**src/rtl/fetch_unit_pkg.sv**
```systemverilog
// rtl/fetch_unit_pkg.sv - shared CPU package: fetch buffer sizing and fetch-entry type
package fetch_unit_pkg;

    localparam int FETCH_BUF_DEPTH = 4;
    localparam int IMEM_LATENCY    = 2;

    typedef struct packed {
        logic [31:0] pc;
        logic [31:0] instr;
    } fetch_entry_t;

endpackage

```
**src/rtl/fetch_unit_fifo.sv**
```systemverilog
// rtl/fetch_unit_fifo.sv - 4-entry synchronous fetch buffer with push, pop and flush
module fetch_fifo
    import fetch_unit_pkg::*;
(
    input  logic         clk,
    input  logic         rst,
    input  logic         flush,
    input  logic         push,
    input  fetch_entry_t push_data,
    input  logic         pop,
    output fetch_entry_t head,
    output logic [2:0]   count
);

    localparam int PTR_W = $clog2(FETCH_BUF_DEPTH);

    fetch_entry_t     mem [FETCH_BUF_DEPTH];
    logic [PTR_W-1:0] wr_ptr;
    logic [PTR_W-1:0] rd_ptr;
    logic             do_push;
    logic             do_pop;

    // Guard against overflow/underflow even though the parent reserves slots
    always_comb begin
        do_push = push && (count != 3'(FETCH_BUF_DEPTH));
        do_pop  = pop && (count != 3'd0);
    end

    // Pointer and occupancy update; flush discards everything in one cycle
    always_ff @(posedge clk) begin
        if (rst || flush) begin
            wr_ptr <= '0;
            rd_ptr <= '0;
            count  <= 3'd0;
        end else begin
            if (do_push) begin
                mem[wr_ptr] <= push_data;
                wr_ptr      <= wr_ptr + 1'b1;
            end
            if (do_pop) begin
                rd_ptr <= rd_ptr + 1'b1;
            end
            count <= count + {2'b00, do_push} - {2'b00, do_pop};
        end
    end

    assign head = mem[rd_ptr];

endmodule

```
**src/rtl/fetch_unit.sv**
```systemverilog
// rtl/fetch_unit.sv - instruction fetch: PC, in-flight tracking, redirect and fetch buffer
module fetch_unit
    import fetch_unit_pkg::*;
#(
    parameter logic [31:0] RESET_PC = 32'd0,
    parameter int          IMEM_AW  = 11
) (
    input  logic               clk,
    input  logic               rst,
    input  logic               stall_f,
    input  logic               branch_valid,
    input  logic [31:0]        branch_target,
    output logic [IMEM_AW-1:0] imem_addr,
    input  logic [31:0]        imem_rdata,
    output logic [31:0]        instr_out,
    output logic [31:0]        pc_out,
    output logic               instr_valid
);

    logic [31:0]             pc;
    logic [IMEM_LATENCY-1:0] stage_valid;
    logic [31:0]             stage_pc [IMEM_LATENCY];
    logic [2:0]              inflight;
    logic [2:0]              buf_count;
    logic [3:0]              occupancy;
    logic                    issue;
    logic                    push;
    logic                    pop;
    fetch_entry_t            push_data;
    fetch_entry_t            head;

    assign imem_addr = pc[IMEM_AW-1:0];

    // Issue only when every in-flight fetch is guaranteed a buffer slot
    always_comb begin
        inflight = 3'd0;
        for (int i = 0; i < IMEM_LATENCY; i++) begin
            inflight = inflight + {2'b00, stage_valid[i]};
        end
        occupancy = {1'b0, buf_count} + {1'b0, inflight};
        issue     = !branch_valid && (occupancy < 4'(FETCH_BUF_DEPTH));
        push      = stage_valid[IMEM_LATENCY-1] && !branch_valid;
        pop       = instr_valid && !stall_f;
        push_data = '{pc: stage_pc[IMEM_LATENCY-1], instr: imem_rdata};
    end

    // PC and in-flight pipeline; a redirect kills everything still in memory
    always_ff @(posedge clk) begin
        if (rst) begin
            pc          <= RESET_PC;
            stage_valid <= '0;
            for (int i = 0; i < IMEM_LATENCY; i++) begin
                stage_pc[i] <= 32'd0;
            end
        end else if (branch_valid) begin
            pc          <= branch_target;
            stage_valid <= '0;
        end else begin
            stage_valid <= {stage_valid[IMEM_LATENCY-2:0], issue};
            stage_pc[0] <= pc;
            for (int i = 1; i < IMEM_LATENCY; i++) begin
                stage_pc[i] <= stage_pc[i-1];
            end
            if (issue) begin
                pc <= pc + 32'd1;
            end
        end
    end

    fetch_fifo u_fifo (
        .clk       (clk),
        .rst       (rst),
        .flush     (branch_valid),
        .push      (push),
        .push_data (push_data),
        .pop       (pop),
        .head      (head),
        .count     (buf_count)
    );

    // Head entry straight from buffer registers; zeroed when nothing is valid
    always_comb begin
        instr_valid = (buf_count != 3'd0);
        instr_out   = instr_valid ? head.instr : 32'd0;
        pc_out      = instr_valid ? head.pc : 32'd0;
    end

endmodule

```
**config.mk**
```make
export PLATFORM = sky130hd
export DESIGN_NAME = fetch_unit
export DESIGN_NICKNAME = d
export VERILOG_FILES = /design/src/rtl/fetch_unit_pkg.sv /design/src/rtl/fetch_unit_fifo.sv /design/src/rtl/fetch_unit.sv
export SDC_FILE = /design/constraint.sdc
export NUM_CORES = 1
export LEC_CHECK = 0
export BUFFER_PORTS_ARGS = -buffer_cell sky130_fd_sc_hd__buf_2
export CAP_MARGIN = 10
export CORE_UTILIZATION = 35
export CTS_BUF_LIST = sky130_fd_sc_hd__clkbuf_2
export DETAILED_ROUTE_END_ITERATION = 16
export SYNTH_ARGS = -nofsm -noshare
export SYNTH_HDL_FRONTEND = slang
export SYNTH_HIERARCHICAL = 1
export SYNTH_SLANG_ARGS = --single-unit
```
**constraint.sdc**
```tcl
create_clock -name clk -period 2.8 [get_ports clk]
set_input_delay 0.28 -clock clk [delete_from_list [all_inputs] [get_ports clk]]
set_output_delay 0.28 -clock clk [all_outputs]
set_load 0.01 [all_outputs]
```
; Yosys cells after proc, flatten, opt, wreduce, memory -nomap -nowiden
; Memories as Yosys holds them, arrays and structs flattened. A register that Yosys moved wholly into a read port is not among the register bits.
; Index checks and enable logic that the tools add are counted.
; W data, S select, Z words.
[totals]
out_inout_bits = 76
elab_cells = 45
regBits = 41
input_bits = 68
latchBits = 0
mem_count = 2
mem_bits_ro = 0
mem_bits_rw = 320
[memory_table]
columns = memory, words, width, read_ports, rd_clocked_by_memory_dff, wr, line_no
row1 = u_fifo.mem, 4, 64, 1, 1, 1, fetch_unit_fifo.sv:17  ; fetch_entry_t mem [FETCH_BUF_DEPTH];
row2 = stage_pc, 2, 32, 2, 0, 2, fetch_unit.sv:22  ; logic [31:0] stage_pc [IMEM_LATENCY];
[op_classes]
eq_ne = 1
n_mux = 16
n_bitwise = 2
mul = 0
n_shift = 0
n_reduce_logical = 11
order_cmp = 1
n_div = 0
addsub = 7
[ops]
columns = op, n
row1 = $mux W32, 6
row2 = $add A32 B1 Y32 const B, 1
row3 = $mux W1, 8
row4 = $logic_and A1 B1 Y1, 5
row5 = $add A2 B1 Y2 const B, 2
row6 = $add A3 B2 Y4, 1
row7 = $lt A4 B3 Y1 const B, 1
row8 = $mux W2, 2
row9 = $add A3 B1 Y3, 1
row10 = $ne A3 B3 Y1 const B, 1
row11 = $reduce_bool A3 Y1, 1
row12 = $sub A3 B1 Y3, 1
row13 = $add A1 B1 Y2, 1
row14 = $logic_not A1 Y1, 2
row15 = $or A1 B1 Y1, 2
row16 = $reduce_bool A2 Y1, 1
row17 = $reduce_or A2 Y1, 1
row18 = $logic_or A1 B1 Y1, 1

; Logic depth before layout (Yosys ltp)
; Gate-level depths: netlist (run 1).
[logic_depth]
ltp_word = 6
mapped_depth = 13
depth_no_buf = 11

; By module
; The synthesis (run 1) kept the hierarchy.
[modules_own_cells]
columns = mod, area_per_inst_um2, seq_area_each_um2, instances, cells_per_inst
row1 = fetch_fifo, 9699.3, 7867.5, 1, 380
row2 = fetch_unit, 4808.4, 2602.5, 1, 458

; Worst setup path before layout (run 1)
; OpenSTA, ideal clock, no wires.
[synth_timing]
path_kind = input to register
startpoint = input branch_valid
endpoint = memory u_fifo/mem[0][0] (netlist bit) (enable)
slack_ns = -0.224
n_path_buf = 2
t_arrival_ns = 2.595
cell_stages = 5
setup_ns = 0.429
t_required_ns = 2.371
cell_sequence = clkbuf_1 -> buf_1 -> nor2b_1 -> and2_4 -> and3_1
[synth_via]
elab_chain_cells = 6
word_cells_on_any_way = 7
classes_between = 3 x mux / 4 x reduce/logical
[synth_rtl]
columns = item, line_no
row1 = from (decl), fetch_unit.sv:11  ; input logic branch_valid,
row2 = $logic_not A1 Y1, fetch_unit.sv:42  ; push = stage_valid[IMEM_LATENCY-1] && !branch_valid;
row3 = $logic_and A1 B1 Y1, fetch_unit.sv:42
row4 = net push, fetch_unit.sv:27  ; logic push;
row5 = $logic_and A1 B1 Y1, fetch_unit_fifo.sv:25  ; do_push = push && (count != 3'(FETCH_BUF_DEPTH));
row6 = $mux W1, fetch_unit_fifo.sv:36  ; if (do_push) begin
row7 = $mux W1, fetch_unit_fifo.sv:31  ; if (rst || flush) begin
row8 = $mux W1 (implied by the code), fetch_unit_fifo.sv:37  ; mem[wr_ptr] <= push_data;
row9 = to (decl), fetch_unit_fifo.sv:17
; The timed path passes the listed nets, and every way through them passes these cells.

==> results.sh, run 1 <==
export IMPL_drtPass1Iterations=6
export IMPL_synth_edf_count=320
export IMPL_drt_iter0_drc=389
export IMPL_cpMaxStageDelayCell="mux4_2"
export IMPL_finalNonFillerCells=1759
export IMPL_via_per_inst=4.70
export IMPL_syn2layout_area_growth_pct=25.0
export IMPL_fp_dieW_um=206
export IMPL_critPathLaunchType="flip-flop"
export IMPL_postSynthNetCount=915
export IMPL_grt_usage_pct=14.7
export IMPL_dp_cells=1485
export IMPL_root_buffer="clkbuf_2"
export IMPL_drt_wirelength_per_cell_um=17.4
export IMPL_num_nets_final=1234
export IMPL_grt_remaining_overflow=0
export IMPL_syn_inst=838
export IMPL_grt_max_degree=66
export IMPL_min_period_over_period_pct=98.3
export IMPL_drcViolationCount=0
export IMPL_die_area_mm2=0.0423
export IMPL_holdWs_ns=0.145
export IMPL_cts_made_buffers=93
export IMPL_clk_latency_ns=0.91
export IMPL_min_period_ns=2.75
export IMPL_row_count=74
export IMPL_syn_area_mm2=0.0145
export IMPL_fmax_mhz=363
export IMPL_holdPathStages=2
export IMPL_ys_ff_latch=363
export IMPL_dp_hpwl_mm=17.1
export IMPL_max_stage_delay_ns=0.48
export IMPL_yosysWarningCount=6
export IMPL_clock_skew_ns=0.0661
export IMPL_worst_slew_pin_slew_ns=0.678
export IMPL_nFillCells=3692
export IMPL_core_area_mm2=0.0408
export IMPL_worstReg2RegEnd="pc[26]"
export IMPL_slew_limit_headroom_pct=54.4
export IMPL_worstHoldStart="imem_rdata[28]"
export IMPL_top_layer="met4"
export IMPL_ys_seq_area_share_pct=72.2
export IMPL_cts_sinks=363
export IMPL_portBuffers=143
export IMPL_p_total_mw=9.89
export IMPL_rsz0062_at_grt="true"
export IMPL_synthArstFlopShare_pct=0
export IMPL_crit_top_cell="buf_12"
export IMPL_cp_depth=6
export IMPL_setup_tns_ns=0
export IMPL_cts_max_level=3
export IMPL_path_max_fanout=8
export IMPL_worstReg2RegStart="pc[8]"
export IMPL_crit_buf_inv=4
export IMPL_ff2ff_path_depth=6
export IMPL_route_met2_wl_mm=15.0
export IMPL_dr_wl_met3_mm=1.41
export IMPL_endpoint_kind="output port"
export IMPL_cts_tree="built"
export IMPL_clk_pin_slew_ns=0.09
export IMPL_path_cells="buf_12 > buf_12 > buf_12 > mux4_2 > and2_1 > buf_2"
export IMPL_setup_ws_ns=0.0467
export IMPL_setup_viol=0
export IMPL_io_pins=144
export IMPL_peakVddDrop_mv=0.263
export IMPL_most_common_layout_cells="edfxtp_1, clkbuf_2, and2_1, buf_2, dlygate4sd3_1"
export IMPL_grt_pass1_wl_mm=47.0
export IMPL_hold_end="u_fifo/mem[3][28]"
export IMPL_vias=8272
export IMPL_final_common_cell="edfxtp_1"
export IMPL_slew_violations=0
export IMPL_min_path_type="input pin to flip-flop"
export IMPL_synth_ff_type="edfxtp_1"
export IMPL_worstPathArrival_ns=2.47
export IMPL_antenna_found_initial=1
export IMPL_gp_congestion=0.800
export IMPL_grt_pass1_vias=8674
export IMPL_drive_gt1_share_pct=34.3
export IMPL_die_y_um=206
export IMPL_syn_area_per_cell_um2=17.3
export IMPL_cap_viol_max_count=0
export IMPL_ant_nets=0
export IMPL_totalWireLength_mm=30.6
export IMPL_initial_utilization_pct=35.5
export IMPL_p_per_area_mw_per_mm2=545
export IMPL_r2r_slack_ns=0.17
export IMPL_outcome="complete, no violations"
export IMPL_pre_cts_slack_ns=0.279
export IMPL_hold_viol_final=0
export IMPL_ctsLongestPathBuffers=3
export IMPL_crit_family="buffers and inverters"
export IMPL_worstSetupPathType="flip-flop to output port"
export IMPL_worstPathRequired_ns=2.52
export IMPL_p_leak_nw=6.63
export IMPL_wl_met1_mm=13.8
export IMPL_synth_distinct_cells=54
[worst max-delay path by stage]
stage | endpoint | slack (ns)
after global placement | u_fifo/count[2] | 0.31
after detailed placement | u_fifo/count[2] | 0.28
after CTS | instr_out[31] | -0.12
after global routing | pc_out[13] | -0.15
final | pc_out[3] | 0.05
after floorplan | u_fifo/count[2] | 0.08
[synthesized netlist by cell type, drive strengths merged (2+ instances only)]
cell type / instances / area share [%]
edfxtp: 320 / 66
and2: 135 / 5.8
mux4: 64 / 9.9
dfxtp: 43 / 5.9
nor2: 29 / 0.75
clkbuf: 27 / 0.72
buf: 26 / 1.4
nand4: 22 / 1.0
nand2: 20 / 0.53
xor2: 17 / 1.0
a211oi: 16 / 0.90
nand3: 12 / 0.45
nor3: 12 / 0.41
a21oi: 11 / 0.38
and3: 11 / 0.47
inv: 11 / 0.28
ha: 8 / 0.69
nor4: 7 / 0.41
xnor2: 7 / 0.42
o21ai: 5 / 0.17
a2111oi: 4 / 0.24
nor3b: 3 / 0.16
a21o: 2 / 0.10
a221o: 2 / 0.14
a22o: 2 / 0.12
mux2i: 2 / 0.14
nor2b: 2 / 0.086
o22ai: 2 / 0.086
o31a: 2 / 0.13
or3: 2 / 0.086
[worst reg2reg max path: stages, from the launching register on]
cell           delay [ns]
dfxtp_1              0.52
nand4_2              0.25
nor4_4               0.53
nand4_1              0.27
xnor2_1              0.18
a22o_1               0.19
dlygate4sd3_1        0.54
[sequential cells by signal, indices dropped and copies added (netlist names), named ones only]
signal / count
u_fifo/count: 3
u_fifo/mem: 256
stage_pc: 64
stage_valid: 2
u_fifo/rd_ptr: 2
u_fifo/wr_ptr: 2
pc: 32
[logic make-up after synthesis]
logic type	share of synthesized area, %
buf+inv	2.41
mux	10.2
compound gates	2.71
xor+xnor	1.45
fa+ha+maj	0.828
simple gates	10.3
flops	72.2
[what timing repair did]
action,in CTS,in global routing
buffers inserted,7,1
setup endpoints to repair,64,70
cloned,2,2
hold buffers,97,0
endpoints found under the hold margin,190,0
resized for setup,17,26
[where the power goes]
group,total (mW),internal (mW),switching [mW]
clock network,3.45,1.40,2.05
registers,6.06,5.97,0.0875
logic,0.382,0.204,0.178
[metrics by stage]
step           utilization, %  cell area (um^2)
2_1_floorplan               -             14500
3_3_place_gp             39.0             15900
3_5_place_dp             39.0             15900
4_1_cts                  44.0             18000
5_1_grt                  44.4             18100
6_report                 44.4             18100
[metal layers]
metal,vias up,GRT usage (%)
met1,4089,19.1
met4,0,5.34
met5,-,0
met3,40,3.52
met2,225,24.0
li1,3918,-
[cell type report]
| class | count | area [um^2] | area share, % |
|---|---|---|---|
| Sequential cell | 363 | 10500 | 57.8 |
| Multi-Input combinational cell | 410 | 3740 | 20.6 |
| Timing Repair Buffer | 277 | 2380 | 13.1 |
| Clock buffer | 137 | 686 | 3.78 |
| Tap cell | 532 | 666 | 3.67 |
| Clock inverter | 27 | 139 | 0.766 |
| Inverter | 12 | 45.0 | 0.248 |
| Antenna cell | 1 | 2.50 | 0.0138 |
Power figures use the tool's default switching activity.
==> run 2: changes to the inputs <==
Settings changed: CORE_ASPECT_RATIO set to 1.25.
==> results.sh, run 2 (synthesis gave the netlist of run 1 again) <==
export IMPL_outcome="complete, no violations"
export IMPL_dp_hpwl_mm=17.9
export IMPL_dr_wl_met3_mm=1.33
export IMPL_portBuffers=143
export IMPL_grt_pass1_vias=8898
export IMPL_drt_wirelength_per_cell_um=16.7
export IMPL_initial_utilization_pct=35.4
export IMPL_holdPathStages=2
export IMPL_most_common_layout_cells="edfxtp_1, dlygate4sd3_1, clkbuf_2"
export IMPL_ant_nets=0
export IMPL_row_count=83
export IMPL_p_leak_nw=6.89
export IMPL_ff2ff_path_depth=6
export IMPL_drcViolationCount=0
export IMPL_clk_pin_slew_ns=0.10
export IMPL_top_layer="met4"
export IMPL_drtPass1Iterations=4
export IMPL_r2r_slack_ns=0.16
export IMPL_grt_max_degree=48
export IMPL_largest_reg_flops=256
export IMPL_combPwrFrac_pct=4.4
export IMPL_worstReg2RegEnd="pc[29]"
export IMPL_worstPathArrival_ns=2.48
export IMPL_drive_gt1_share_pct=35.6
export IMPL_setup_viol=0
export IMPL_p_per_area_mw_per_mm2=524
export IMPL_grt_usage_pct=14.9
export IMPL_utilization_pct=46.1
export IMPL_switching_share_pct=22.9
export IMPL_antenna_found_initial=1
export IMPL_totalWireLength_mm=30.4
export IMPL_setup_ws_ns=0.0363
export IMPL_slew_limit_headroom_pct=60.1
export IMPL_die_area_mm2=0.0423
export IMPL_grt_pass1_wl_mm=47.8
export IMPL_core_area_mm2=0.0410
export IMPL_worst_slew_pin_slew_ns=0.597
export IMPL_cts_max_level=3
export IMPL_cap_viol_max_count=0
export IMPL_io_pins=144
export IMPL_pwr_share_clk_pct=34.4
export IMPL_final_common_cell="edfxtp_1"
export IMPL_root_buffer="clkbuf_2"
export IMPL_min_period_over_period_pct=98.7
export IMPL_syn2layout_area_growth_pct=30.3
export IMPL_critPathLaunchType="flip-flop"
export IMPL_drt_iter0_drc=375
export IMPL_cts_made_buffers=89
export IMPL_worstSetupPathType="flip-flop to output port"
export IMPL_seqPwrFrac_pct=61.2
export IMPL_grt_remaining_overflow=0
export IMPL_worstPathRequired_ns=2.52
export IMPL_fmax_mhz=362
export IMPL_gp_congestion=0.798
export IMPL_die_y_um=230
export IMPL_path_max_fanout=7
export IMPL_vias=8433
export IMPL_min_period_ns=2.76
export IMPL_ctsLongestPathBuffers=3
export IMPL_rsz0062_at_grt="true"
export IMPL_hold_end="u_fifo/mem[2][31]"
export IMPL_hold_viol_final=0
export IMPL_reg_largest_list="u_fifo/mem x256, stage_pc x64, pc x32"
export IMPL_cts_tree="built"
export IMPL_pre_cts_slack_ns=0.316
export IMPL_p_switching_mw=2.26
export IMPL_clk_latency_ns=0.96
export IMPL_cts_sinks=363
export IMPL_top_register="u_fifo/mem"
export IMPL_slew_violations=0
export IMPL_nFillCells=3662
export IMPL_endpoint_kind="output port"
export IMPL_num_nets_final=1286
export IMPL_clock_skew_ns=0.0846
export IMPL_worstHoldStart="imem_rdata[31]"
export IMPL_min_path_type="input pin to flip-flop"
export IMPL_intPower_mw=7.64
export IMPL_peakVddDrop_mv=0.194
export IMPL_route_met2_wl_mm=15.8
export IMPL_setup_tns_ns=0
export IMPL_via_per_inst=4.63
export IMPL_worstReg2RegStart="u_fifo/count[0]"
export IMPL_fp_dieW_um=184
export IMPL_wl_met1_mm=12.6
run 2: cell types whose count changed in the layout (fill, tap and decap cells not counted), sizes merged:
cell and delta:
clkbuf -7, bufinv +1, dlygate4sd3 +49, bufbuf +1
buf +6, inv -2, clkinv -5
run 2: metal layers:
| layer | GRT usage [%] | vias up |
|---|---|---|
| met2 | 26.0 | 213 |
| met5 | 0 | - |
| met3 | 3.23 | 65 |
| li1 | - | 4014 |
| met4 | 6.82 | 0 |
| met1 | 17.3 | 4141 |
run 2: layout make-up:
cell class                      instances  area [um^2]  share of cell area (%)
Tap cell                              552          691                    3.65
Sequential cell                       363        10500                    55.4
Antenna cell                            1         2.50                  0.0132
Inverter                               12         45.0                   0.238
Multi-Input combinational cell        410         3860                    20.4
Timing Repair Buffer                  333         3030                    16.0
Clock buffer                          130          651                    3.44
Clock inverter                         21          141                   0.748
run 2: worst max-delay path by stage:
stage / startpoint / slack, ns / to / depth (start not counted)
global placement: u_fifo/count[0] / 0.33 / u_fifo/count[2] / 11
floorplan: u_fifo/count[1] / 0.08 / u_fifo/count[2] / 13
global route: flip-flop / -0.16 / instr_out[0] / 5
detailed placement: u_fifo/count[0] / 0.32 / u_fifo/count[2] / 11
CTS: flip-flop / -0.20 / instr_out[23] / 5
finish: flip-flop / 0.04 / pc_out[14] / 5
run 2: timing repair:
| action | CTS | global route |
|---|---|---|
| gates cloned | 3 | 2 |
| endpoints found under the hold margin | 173 | 0 |
| hold buffers | 146 | 0 |
| setup buffers | 4 | 6 |
| endpoints found under the setup margin | 65 | 76 |
| pin swaps | 0 | 1 |
| resized for setup | 65 | 34 |
run 2: critical path, cell delays in order, from the launching register on:
cell and delay (ns):
dfxtp_4 0.46, buf_12 0.14, clkbuf_16 0.16, mux4_2 0.50
and2_4 0.16, buf_6 0.11
run 2: power groups by stage:
| stage | Clock (mW) | Sequential, mW | Combinational [mW] |
|---|---|---|---|
| after floorplan | 0 | 6.15 | 0.154 |
| after global placement | 0 | 6.18 | 0.267 |
| after detailed placement | 0 | 6.18 | 0.272 |
| after CTS | 3.60 | 6.06 | 0.437 |
| after global routing | 3.83 | 6.07 | 0.483 |
| final | 3.41 | 6.06 | 0.438 |
run 2: stage by stage:
step                      cells  instance area [um^2]  hold WS [ns]  power (mW)
final                      1822                 18900         0.157        9.90
after global placement     1510                 16000         0.452        6.45
after global routing       1822                 18900        0.0594        10.4
after floorplan             838                 14500         0.357        6.31
after CTS                  1814                 18700       0.00193        10.1
after detailed placement   1510                 16000         0.459        6.46
